## src/rtl/lsu_pkg.sv

```systemverilog
// rtl/lsu_pkg.sv - funct3 encodings, FSM state type and alignment helper for the LSU
package lsu_pkg;

    localparam logic [2:0] LB  = 3'b000;
    localparam logic [2:0] LH  = 3'b001;
    localparam logic [2:0] LW  = 3'b010;
    localparam logic [2:0] LBU = 3'b100;
    localparam logic [2:0] LHU = 3'b101;
    localparam logic [2:0] SB  = 3'b000;
    localparam logic [2:0] SH  = 3'b001;
    localparam logic [2:0] SW  = 3'b010;

    typedef enum logic [1:0] {
        S_IDLE = 2'd0,
        S_REQ  = 2'd1,
        S_WAIT = 2'd2,
        S_DONE = 2'd3
    } lsu_state_e;

    // Unlisted funct3 codes are treated as word accesses.
    function automatic logic is_aligned(input logic [2:0] funct3, input logic [1:0] addr_lo);
        case (funct3)
            SB, LBU: return 1'b1;
            SH, LHU: return ~addr_lo[0];
            default: return (addr_lo == 2'b00);
        endcase
    endfunction

endpackage

```

## src/rtl/lsu_data_align.sv

```systemverilog
// rtl/lsu_data_align.sv - byte-lane steering: byte enables, store replication, load extraction
module lsu_data_align
    import lsu_pkg::*;
(
    input  logic [2:0]  size_i,
    input  logic [1:0]  addr_lo_i,
    input  logic [31:0] store_data_i,
    input  logic [31:0] load_word_i,
    output logic [3:0]  byte_en_o,
    output logic [31:0] store_data_o,
    output logic [31:0] load_data_o
);

    logic [31:0] shifted;

    assign shifted = load_word_i >> {addr_lo_i, 3'b000};

    always_comb begin
        byte_en_o    = 4'b1111;
        store_data_o = store_data_i;
        case (size_i)
            SB, LBU: begin
                byte_en_o    = 4'b0001 << addr_lo_i;
                store_data_o = {4{store_data_i[7:0]}};
            end
            SH, LHU: begin
                byte_en_o    = 4'b0011 << {addr_lo_i[1], 1'b0};
                store_data_o = {2{store_data_i[15:0]}};
            end
            SW: begin
                byte_en_o    = 4'b1111;
                store_data_o = store_data_i;
            end
            default: ;
        endcase
    end

    always_comb begin
        load_data_o = load_word_i;
        case (size_i)
            LB:      load_data_o = {{24{shifted[7]}}, shifted[7:0]};
            LH:      load_data_o = {{16{shifted[15]}}, shifted[15:0]};
            LBU:     load_data_o = {24'h0, shifted[7:0]};
            LHU:     load_data_o = {16'h0, shifted[15:0]};
            LW:      load_data_o = load_word_i;
            default: load_data_o = load_word_i;
        endcase
    end

endmodule

```

## src/rtl/lsu_riscv.sv

```systemverilog
// rtl/lsu_riscv.sv - RISC-V load/store unit: request/handshake FSM with misalignment and watchdog faults
module lsu_riscv
    import lsu_pkg::*;
#(
    parameter int TIMEOUT_CYCLES = 64
)
(
    input  logic        clk,
    input  logic        reset,
    input  logic        lsu_req_i,
    input  logic        lsu_we_i,
    input  logic [2:0]  lsu_size_i,
    input  logic [31:0] lsu_addr_i,
    input  logic [31:0] lsu_data_i,
    output logic [31:0] lsu_data_o,
    output logic        lsu_stall_o,
    output logic        lsu_misaligned_o,
    output logic        lsu_fault_o,
    output logic        data_require,
    output logic        data_write_enable,
    output logic [3:0]  data_byte_enable_map,
    output logic [31:0] data_address,
    output logic [31:0] data_write,
    input  logic [31:0] data_read,
    input  logic        data_begin,
    input  logic        data_end
);

    localparam int WDOG_W = $clog2(TIMEOUT_CYCLES + 1);

    lsu_state_e        state_q, state_d;
    logic              we_q, we_d;
    logic [2:0]        size_q, size_d;
    logic [31:0]       addr_q, addr_d;
    logic [31:0]       wdata_q, wdata_d;
    logic [31:0]       load_q, load_d;
    logic [WDOG_W-1:0] wdog_q, wdog_d;
    logic              mis_q, mis_d;
    logic              fault_q, fault_d;

    logic [3:0]        lane_be;
    logic [31:0]       lane_wdata;
    logic [31:0]       lane_rdata;
    logic              timeout;
    logic              in_req;

    lsu_data_align u_align (
        .size_i       (size_q),
        .addr_lo_i    (addr_q[1:0]),
        .store_data_i (wdata_q),
        .load_word_i  (data_read),
        .byte_en_o    (lane_be),
        .store_data_o (lane_wdata),
        .load_data_o  (lane_rdata)
    );

    // Fires in the last allowed REQ/WAIT cycle so DONE lands TIMEOUT_CYCLES after REQ entry.
    assign timeout = (wdog_q == WDOG_W'(TIMEOUT_CYCLES - 1));

    always_ff @(posedge clk) begin
        if (!reset) begin
            state_q <= S_IDLE;
            we_q    <= 1'b0;
            size_q  <= 3'b000;
            addr_q  <= 32'h0;
            wdata_q <= 32'h0;
            load_q  <= 32'h0;
            wdog_q  <= '0;
            mis_q   <= 1'b0;
            fault_q <= 1'b0;
        end else begin
            state_q <= state_d;
            we_q    <= we_d;
            size_q  <= size_d;
            addr_q  <= addr_d;
            wdata_q <= wdata_d;
            load_q  <= load_d;
            wdog_q  <= wdog_d;
            mis_q   <= mis_d;
            fault_q <= fault_d;
        end
    end

    always_comb begin
        state_d = state_q;
        we_d    = we_q;
        size_d  = size_q;
        addr_d  = addr_q;
        wdata_d = wdata_q;
        load_d  = load_q;
        wdog_d  = wdog_q;
        mis_d   = mis_q;
        fault_d = fault_q;
        case (state_q)
            S_IDLE: begin
                if (lsu_req_i) begin
                    mis_d   = 1'b0;
                    fault_d = 1'b0;
                    if (is_aligned(lsu_size_i, lsu_addr_i[1:0])) begin
                        we_d    = lsu_we_i;
                        size_d  = lsu_size_i;
                        addr_d  = lsu_addr_i;
                        wdata_d = lsu_data_i;
                        wdog_d  = '0;
                        state_d = S_REQ;
                    end else begin
                        mis_d   = 1'b1;
                        load_d  = 32'h0;
                        state_d = S_DONE;
                    end
                end
            end
            S_REQ: begin
                wdog_d = wdog_q + 1'b1;
                if (data_begin) begin
                    load_d = lane_rdata;
                end
                if (data_begin && data_end) begin
                    state_d = S_DONE;
                end else if (timeout) begin
                    fault_d = 1'b1;
                    load_d  = 32'h0;
                    state_d = S_DONE;
                end else if (data_begin) begin
                    state_d = S_WAIT;
                end
            end
            S_WAIT: begin
                wdog_d = wdog_q + 1'b1;
                if (data_end) begin
                    state_d = S_DONE;
                end else if (timeout) begin
                    fault_d = 1'b1;
                    load_d  = 32'h0;
                    state_d = S_DONE;
                end
            end
            S_DONE: state_d = S_IDLE;
            default: state_d = S_IDLE;
        endcase
    end

    // Outputs are gated with reset so the memory side goes quiet in the reset cycle itself.
    assign in_req               = reset && (state_q == S_REQ);
    assign data_require         = in_req;
    assign data_write_enable    = in_req && we_q;
    assign data_byte_enable_map = in_req ? lane_be : 4'b0000;
    assign data_address         = in_req ? addr_q : 32'h0;
    assign data_write           = in_req ? lane_wdata : 32'h0;

    assign lsu_data_o       = reset ? load_q : 32'h0;
    assign lsu_misaligned_o = reset && (state_q == S_DONE) && mis_q;
    assign lsu_fault_o      = reset && (state_q == S_DONE) && fault_q;
    assign lsu_stall_o      = lsu_req_i && (state_q != S_DONE);

endmodule

```

## config.mk

```make
export PLATFORM = sky130hd
export DESIGN_NAME = lsu_riscv
export DESIGN_NICKNAME = d
export VERILOG_FILES = /design/src/rtl/lsu_pkg.sv /design/src/rtl/lsu_data_align.sv /design/src/rtl/lsu_riscv.sv
export SDC_FILE = /design/constraint.sdc
export NUM_CORES = 1
export LEC_CHECK = 0
export ABC_AREA = 0
export BUFFER_PORTS_ARGS = -buffer_cell sky130_fd_sc_hd__buf_2
export CAP_MARGIN = 10
export CORE_UTILIZATION = 35
export CTS_CLUSTER_DIAMETER = 30
export DETAILED_ROUTE_END_ITERATION = 7
export RECOVER_POWER = 25
export SYNTH_ARGS = -nofsm -noshare
export SYNTH_HDL_FRONTEND = slang
export SYNTH_SLANG_ARGS = --single-unit
```

## constraint.sdc

```tcl
create_clock -name clk -period 2.42 [get_ports clk]
set_input_delay 0.484 -clock clk [delete_from_list [all_inputs] [get_ports clk]]
set_output_delay 0.484 -clock clk [all_outputs]
set_load 0.1 [all_outputs]
```

==> results list, run 1 <==
- Result of the run: finished, final reports clean
- In this run the core area contains 46 standard-cell rows.
- DIE WIDTH: 130 microns
* Area grow syn2layout: 54.35%
* Critical path startpoint: state_q[1]
* H-tree level count: 3
- TritonCTS clock tree: done
- Number of buffers added on ports: 209
* Global Route met2 Usage: 0.3791
- Sequential fraction of design power: 0.380
- Total of cells resized after clock tree synthesis: 0
- Fraction of the yosys area taken by sequential cells: 0.3875
- Top Family by Delay on Critical Path: buffers and inverters
* Wirelength, routed: 18,220 microns
- Total power for the finished layout comes to 5679 uW.
* Register clock-pin slew on the reported worst setup and hold paths: 0.07 ns
- Worst-path cell chain: inv_1 > ha_1 > buf_6 > and3_1 > buf_12
- The die is 130 microns tall.
* Post-CTS setup-driven buffer insertion count: 0
- Setup repair after global routing left no endpoint under its margin.
- Across every metal layer, demand over resource in global routing totals 0.2204.
- Number of slew-limit violations in the final report: 0
- Counting the buffers created by CTS gives 9.
- Routed wirelength normalized by instance count: 15.86 microns
- Worst relative slew slack: 0.5196
- For this run, the slowest stage of the critical path takes 0.35 ns.
- Peak VDD IR: 0.3790 mV
- Summed over all nets, the half-perimeter wirelength after detailed placement is 13,510 microns.
- Worst-Skew Late Latency: 0.36 ns
- The startpoint identified for the worst register-to-register timing path is state_q[0].
- The number of nets in the synthesized netlist is 860.
* Mean number of vias per cell: 5.097
* Number of register bits inferred by synthesis: 111
- Power dissipated by switching net loads: 2182 uW
* GR Overflow Total: 0
* Measured slew at the worst slew-check pin: 0.7206 ns
- Syn_area_per_cell: 7.666 sq um
- The worst setup path is launched from a flop.
* Area share of the largest cell type after synthesis: 0.3875
- After the first detailed-routing iteration, the DRC count stood at 271.
* Final setup viols: 0
* Wire length of the first global-routing pass: 28,940 microns
* Via Count: 5,856
- Of the total power, the share spent switching nets is 0.3842.
* Initial core utilization: 0.3597
- Along the worst path, the maximum fanout reaches 43.
* Yosys warning count: 0
* Endpoint arrival time on the critical path: 1.82 ns
- By area the synthesized netlist is led by sky130_fd_sc_hd__dfxtp_1 (39%), sky130_fd_sc_hd__nand2_1 (9.9%), sky130_fd_sc_hd__a21oi_1 (9.8%), sky130_fd_sc_hd__and3_1 (4.7%), sky130_fd_sc_hd__nor2_1 (4.3%).
- Final worst clock skew: 0.009771 ns
- Across the run, the number of max-cap violations was 0.
- Synthesized netlist cell count: 748
- Cell-internal power: 3497 uW
* Fraction of layout instances using a drive strength above 1: 0.3112
- The number of antenna violations at the first check in global routing came to 2.
- WP buf/inv: 3
- Leak Pwr: 0.003520 uW
- HP Class: primary input to flop
- Layer with the highest usage after global routing: met2
- Largest net degree at the start of global routing: 53
* Flip-flop cell with the highest count after synthesis: sky130_fd_sc_hd__dfxtp_1
- The core region is 15,940 sq um.
- The total count of hold-check failures in the final report is 0.
- The congestion estimate from routability-driven global placement came to 0.8538.
- Worst path required time: 1.94 ns
- Derived from the worst setup path, the maximum achievable clock frequency is 433.1 MHz.
* Die area: 16,900 sq um
- For this design, the slowest cell found on the critical path is sky130_fd_sc_hd__dfxtp_1.
- In this run the cell area of the synthesized design comes to 5734 sq um.
- Placed Area: 8559 sq um
* Global-route track usage on met3: 0.07872
- Once detail routing completed, the nets flagged for antenna violations numbered 0.
- Sinks on the clock net: 111
* Source of the worst hold timing path: lsu_addr_i[25]
- Share of the cycle needed by the critical path after routing: 0.9541
- Final layout net count: 1,040
* CTS max path bufs: 2
- CP endpoint kind: output pin
- Hold buffer count at CTS: 0
- 210 I/O pins were placed.
- Dividing total power by cell area gives a power density of 641.6 nW/um^2.
- The first detailed-routing pass ran for 5 iterations.
- The number of global-route vias before repair is 5,672.
- Count of distinct cell types in the synthesized netlist: 53
- Clock tree synthesis selected as its root buffer the cell sky130_fd_sc_hd__clkbuf_16.
* Count of flip-flops with a built-in enable after synthesis: 0
* Comb pwr share: 0.368
* Met1 usage in global routing: 0.2584
- Drt drc: 0
* Post-synth top area cell: sky130_fd_sc_hd__dfxtp_1
- Crit path time final: 2.309 ns
* Synth async-reset ratio: 0
* Crit path kind: flop to output pin
* Final core utilization: 0.5552
* Number of fillers in the final layout: 1,478
- Of the total power, the clock network draws 0.252.
* Area of all placed cells without fillers: 8851 sq um
==> cell type report <==
| class | count | area, sq um | area share |
|---|---|---|---|
| antenna | 1 | 2.502 | 0.0002827 |
| clock buffer | 12 | 256.5 | 0.02898 |
| clock inverter | 3 | 26.28 | 0.002969 |
| inverter | 11 | 41.29 | 0.004665 |
| multi-input combinational | 563 | 3236 | 0.3656 |
| sequential | 111 | 2223 | 0.2512 |
| tap | 216 | 270.3 | 0.03053 |
| timing repair buffer | 232 | 2795 | 0.3158 |
==> cell families after synthesis <==
family                     synth area share
adders and majority gates           0.01527
AOI/OAI and AO/OA                    0.2306
and+or+nand+nor                      0.2588
buffers and inverters               0.05630
xor gates and xnor gates           0.004583
muxes                               0.04691
DFF                                  0.3875
==> flip-flops by register name, summed over array words and instances (netlist names) <==
name	flops
fault_q	1
we_q	1
addr_q	32
mis_q	1
load_q	32
wdog_q	7
state_q	2
wdata_q	32
size_q	3
==> final timing paths <==
check / endpoint / slack [ns] / cells past startpoint
worst max-delay path: data_write[1] / 0.11 / 5
worst min-delay path: addr_q[25] / 0.36 / 3
worst max register to register: load_q[19] / 0.27 / 8
worst min register to register: addr_q[28] / 0.45 / 2
==> synthesized netlist by cell type, drive strengths merged (6+ instances only) <==
| cell type | instances |
|---|---|
| a211oi | 11 |
| o22ai | 6 |
| nor3 | 9 |
| and2 | 32 |
| nand2 | 153 |
| nor2 | 65 |
| dfxtp | 111 |
| mux2 | 7 |
| mux2i | 19 |
| clkbuf | 44 |
| o21ai | 22 |
| buf | 19 |
| o2bb2ai | 31 |
| ha | 7 |
| a21oi | 113 |
| inv | 11 |
| and3 | 43 |
==> layout by cell type, fill, tap and decap left out, types with 2 or more instances in the layout <==
| cell type | count |
|---|---|
| sky130_fd_sc_hd__o21ai_0 | 19 |
| sky130_fd_sc_hd__dfxtp_1 | 110 |
| sky130_fd_sc_hd__mux2i_1 | 19 |
| sky130_fd_sc_hd__nor2b_1 | 2 |
| sky130_fd_sc_hd__nand2_1 | 152 |
| sky130_fd_sc_hd__clkbuf_2 | 2 |
| sky130_fd_sc_hd__nand4_1 | 2 |
| sky130_fd_sc_hd__clkbuf_16 | 9 |
| sky130_fd_sc_hd__or2_2 | 2 |
| sky130_fd_sc_hd__buf_4 | 18 |
| sky130_fd_sc_hd__mux2_2 | 7 |
| sky130_fd_sc_hd__o2bb2ai_2 | 10 |
| sky130_fd_sc_hd__o21bai_4 | 2 |
| sky130_fd_sc_hd__nor3_1 | 8 |
| sky130_fd_sc_hd__nor2_1 | 57 |
| sky130_fd_sc_hd__a21oi_2 | 5 |
| sky130_fd_sc_hd__a21oi_1 | 108 |
| sky130_fd_sc_hd__and2_0 | 31 |
| sky130_fd_sc_hd__clkinv_4 | 2 |
| sky130_fd_sc_hd__buf_6 | 2 |
| sky130_fd_sc_hd__inv_1 | 8 |
| sky130_fd_sc_hd__o21ai_1 | 3 |
| sky130_fd_sc_hd__nand3b_1 | 2 |
| sky130_fd_sc_hd__buf_2 | 105 |
| sky130_fd_sc_hd__o2bb2ai_1 | 21 |
| sky130_fd_sc_hd__o22ai_1 | 6 |
| sky130_fd_sc_hd__and3_1 | 43 |
| sky130_fd_sc_hd__clkbuf_8 | 2 |
| sky130_fd_sc_hd__nand2b_1 | 5 |
| sky130_fd_sc_hd__a22oi_1 | 5 |
| sky130_fd_sc_hd__inv_2 | 3 |
| sky130_fd_sc_hd__xor2_1 | 3 |
| sky130_fd_sc_hd__nand3_1 | 4 |
| sky130_fd_sc_hd__a211oi_1 | 11 |
| sky130_fd_sc_hd__buf_12 | 105 |
| sky130_fd_sc_hd__nor2_2 | 8 |
| sky130_fd_sc_hd__ha_1 | 7 |
==> per-stage QoR <==
step           hold slack [ns]  TNS (ns)  instances  worst slack, ns
2_1_floorplan           0.4242    -9.906        748          -0.5538
3_3_place_gp            0.4376         0       1133           0.3566
3_5_place_dp            0.4401         0       1133           0.2705
4_1_cts                 0.3467         0       1148          0.02716
5_1_grt                 0.3433         0       1148         0.003926
6_report                0.3577         0       1149           0.1110
==> routing by layer <==
| metal | wire, microns | share of wire |
|---|---|---|
| met5 | 27 | 0.0015 |
| met4 | 157 | 0.0086 |
| met3 | 1551 | 0.085 |
| met2 | 8890 | 0.49 |
| met1 | 7597 | 0.42 |
==> power groups by stage <==
| stage | Combinational [uW] | Clock [uW] | Sequential [uW] |
|---|---|---|---|
| after floorplan | 1480 | 0 | 2150 |
| after global placement | 2080 | 0 | 2190 |
| after detailed placement | 2090 | 0 | 2200 |
| after CTS | 2100 | 1470 | 2160 |
| after global routing | 2270 | 1550 | 2180 |
| final | 2090 | 1430 | 2160 |
==> worst register-to-register path: cells and delay by family (launching register included) <==
kind	cells	cell delay, ns
simple gates	2	0.33
flops	1	0.41
buf+inv	2	0.35
compound gates	3	0.58
fa+ha+maj	1	0.37
(Power assumes the default switching activity.)
==> inputs of run 2 (changes only) <==
--- a/config.mk
+++ b/config.mk
@@ -8,7 +8,7 @@
 export ABC_AREA = 0
 export BUFFER_PORTS_ARGS = -buffer_cell sky130_fd_sc_hd__buf_2
 export CAP_MARGIN = 10
-export CORE_UTILIZATION = 35
+export CORE_UTILIZATION = 27
 export CTS_CLUSTER_DIAMETER = 30
 export DETAILED_ROUTE_END_ITERATION = 7
 export RECOVER_POWER = 25
==> results list, run 2 (same netlist as run 1, synthesis figures left out) <==
- Result of the run: finished, final reports clean
* Reg-to-reg endpoint: load_q[8]
- In the routed layout, each cell is associated on average with a via count of 4.858.
- Entering global routing, the biggest net connects 54 pins.
- STA puts the critical path data required time at 1.94 ns.
- The first detailed-routing pass ran for 5 iterations.
- Of the cells placed in the final design, the portion with a size suffix greater than 1 is 0.3197.
* Number of buffers added on ports: 209
- Counting cells, the worst reg-to-reg path comes to 8.
- Endpoint arrival time on the critical path: 1.84 ns
- The count of nets left with antenna violations once routing finished came out at 0.
- Final setup viols: 0
* Total I/O pin count: 210
* Crit-path slowest cell: sky130_fd_sc_hd__dfxtp_1
- In the layout the commonest cells are sky130_fd_sc_hd__nand2_1 (152), sky130_fd_sc_hd__dfxtp_1 (110), sky130_fd_sc_hd__a21oi_1 (105), sky130_fd_sc_hd__buf_12 (105), sky130_fd_sc_hd__buf_2 (104).
- Drt drc: 0
- Critical-path maximum fanout: 29
- Overall power of the completed layout: 5764 uW
- In the finished design, the share of the clock period the worst path needs comes to 0.9610.
- Setup repair after global routing left no endpoint under its margin.
- Vias in the first global route: 5,892
* Routed wirelength normalized by instance count: 16.21 microns
- Fraction of power spent switching nets: 0.3893
- Register clock-pin slew on the reported worst setup and hold paths: 0.08 ns
- Cell depth of the worst min-delay path: 3
* Peak VDD IR: 0.3785 mV
- Wires add up to 19,520 microns.
- The internal power of the cells totals 3520 uW.
- The number of clock buffers added by TritonCTS is 9.
- Setup crit start kind: flop
* Highest cell delay on the worst timing path: 0.35 ns
- Power density cells: 645.1 nW/um^2
- Comb pwr share: 0.368
* Final worst hold slack: 0.3542 ns
- Relative to the synthesized area, the layout overhead comes to 55.84%.
- Number of slew-limit violations in the final report: 0
- Crit path kind: flop to output pin
- Summed over all nets, the switching power comes to 2244 uW.
* Final non-filler cell total: 1,204
- Via Count: 5,849
* Leak Pwr: 0.003509 uW
* WP buf/inv: 3
- Source of the worst hold timing path: lsu_addr_i[2]
- Total of cells resized after clock tree synthesis: 0
- Final core utilization: 0.4360
* Worst-Skew Late Latency: 0.36 ns
* Standard-cell row count: 52
- Routability congestion estimate: 0.8143
- Sinks on the clock net: 111
* TritonCTS clock tree: done
- Leading cell type in the layout, fill and taps excluded: sky130_fd_sc_hd__nand2_1
* Die area: 21,820 sq um
- End point of the worst hold path: addr_q[2]
- The clock period could shrink to 2.326 ns.
- The share of total power dissipated in the clock network is 0.254.
* Top Family by Delay on Critical Path: buffers and inverters
- Final layout net count: 1,039
- The share of total power dissipated in sequential elements is 0.378.
- The first global-routing pass estimated 31,200 microns of wire.
- Most used cell, CP: sky130_fd_sc_hd__buf_12
- Initial core utilization: 0.2798
- The die is 147.7 microns tall.
* Hold buffer count at CTS: 0
* CP endpoint kind: output pin
- CTS max path bufs: 2
- Reg-to-reg slack, setup: 0.26 ns
- The largest registers in the layout are addr_q: 32 flops, load_q: 32 flops, wdata_q: 32 flops.
- Reg-to-Reg Start: state_q[0]
* Initial antenna violation count: 2
- GRT Total Usage: 0.1816
- The tightest min-delay check is of the primary input to flop type.
- Post-CTS setup-driven buffer insertion count: 0
* Post-placement cell count: 1,186
- Number of maximum-capacitance violations: 0
- The HPWL after detailed placement is 14,520 microns.
- Count of routing violations after the opening detailed-route iteration: 221
- CTS placed an instance of sky130_fd_sc_hd__clkbuf_16 at the clock tree root.
* Maximum achievable frequency: 430.0 MHz
- Headroom to the max-slew limit came out at 0.5123.
* Final-report hold violation count: 0
- The clock arrives with 0.009168 ns of skew.
- Area inside the core boundary: 20,490 sq um
- DIE WIDTH: 147.7 microns
- Measured slew at the worst slew-check pin: 0.7296 ns
* H-tree level count: 3
- Worst-path cell chain: inv_1 > ha_2 > nand2_2 > buf_12 > a21oi_1 > buf_12
- Global routing finished with a remaining overflow of 0.
[run 2: cell count changes in the layout (fill, tap and decap cells not counted), moves of 3 or more]
cell                       change
sky130_fd_sc_hd__a21oi_2       +3
sky130_fd_sc_hd__clkbuf_2      +3
sky130_fd_sc_hd__a21oi_1       -3
sky130_fd_sc_hd__nor2_2        +4
sky130_fd_sc_hd__buf_4         -3
sky130_fd_sc_hd__nor2_1        -4
[run 2: worst max-delay path by stage]
stage | startpoint | to | slack, ns | cells after the start
floorplan | state_q[1] | data_write[22] | -0.55 | 6
global placement | lsu_size_i[1] | load_q[6] | 0.33 | 7
detailed placement | state_q[0] | load_q[8] | 0.27 | 8
CTS | state_q[1] | data_write[8] | 0.05 | 6
global route | size_q[0] | data_write[29] | 0.02 | 6
finish | state_q[1] | data_write[10] | 0.09 | 6
[run 2: power groups by stage]
| stage | combinational (uW) | sequential, uW | clock (uW) |
|---|---|---|---|
| floorplan | 1480 | 2150 | 0 |
| global placement | 2110 | 2220 | 0 |
| detailed placement | 2130 | 2230 | 0 |
| CTS | 2130 | 2180 | 1510 |
| global route | 2300 | 2210 | 1580 |
| finish | 2120 | 2180 | 1460 |
[run 2: area by class of cell]
cell class	count	area (sq um)
fill	2043	11560
multi-input combinational	563	3261
timing repair buffer	231	2779
sequential	111	2226
tap	270	337.8
clock buffer	12	256.5
inverter	11	41.29
clock inverter	4	30.03
antenna	2	5.005
[run 2: worst register-to-register path, cell delays in order, from the launching register on]
cell	delay [ns]
sky130_fd_sc_hd__dfxtp_1	0.40
sky130_fd_sc_hd__inv_1	0.12
sky130_fd_sc_hd__ha_1	0.36
sky130_fd_sc_hd__nand2b_1	0.11
sky130_fd_sc_hd__o21ai_1	0.12
sky130_fd_sc_hd__and4bb_1	0.22
sky130_fd_sc_hd__a22o_2	0.35
sky130_fd_sc_hd__buf_4	0.23
sky130_fd_sc_hd__o2bb2ai_1	0.14
[run 2: per-stage QoR]
| step | setup TNS (ns) | cell area, sq um | setup slack (ns) |
|---|---|---|---|
| 6_report | 0 | 8936 | 0.09446 |
| 5_1_grt | 0 | 8931 | 0.02117 |
| 4_1_cts | 0 | 8950 | 0.04731 |
| 3_5_place_dp | 0 | 8663 | 0.2726 |
| 3_3_place_gp | 0 | 8663 | 0.3258 |
| 2_1_floorplan | -9.906 | 5766 | -0.5538 |
[run 2: metal layers]
layer	GRT usage	vias to the layer above	routed length, microns
li1	-	2923	-
met1	0.2125	2696	8001
met2	0.3158	206	9506
met3	0.06049	24	1690
met4	0.04845	0	316
met5	0	-	0
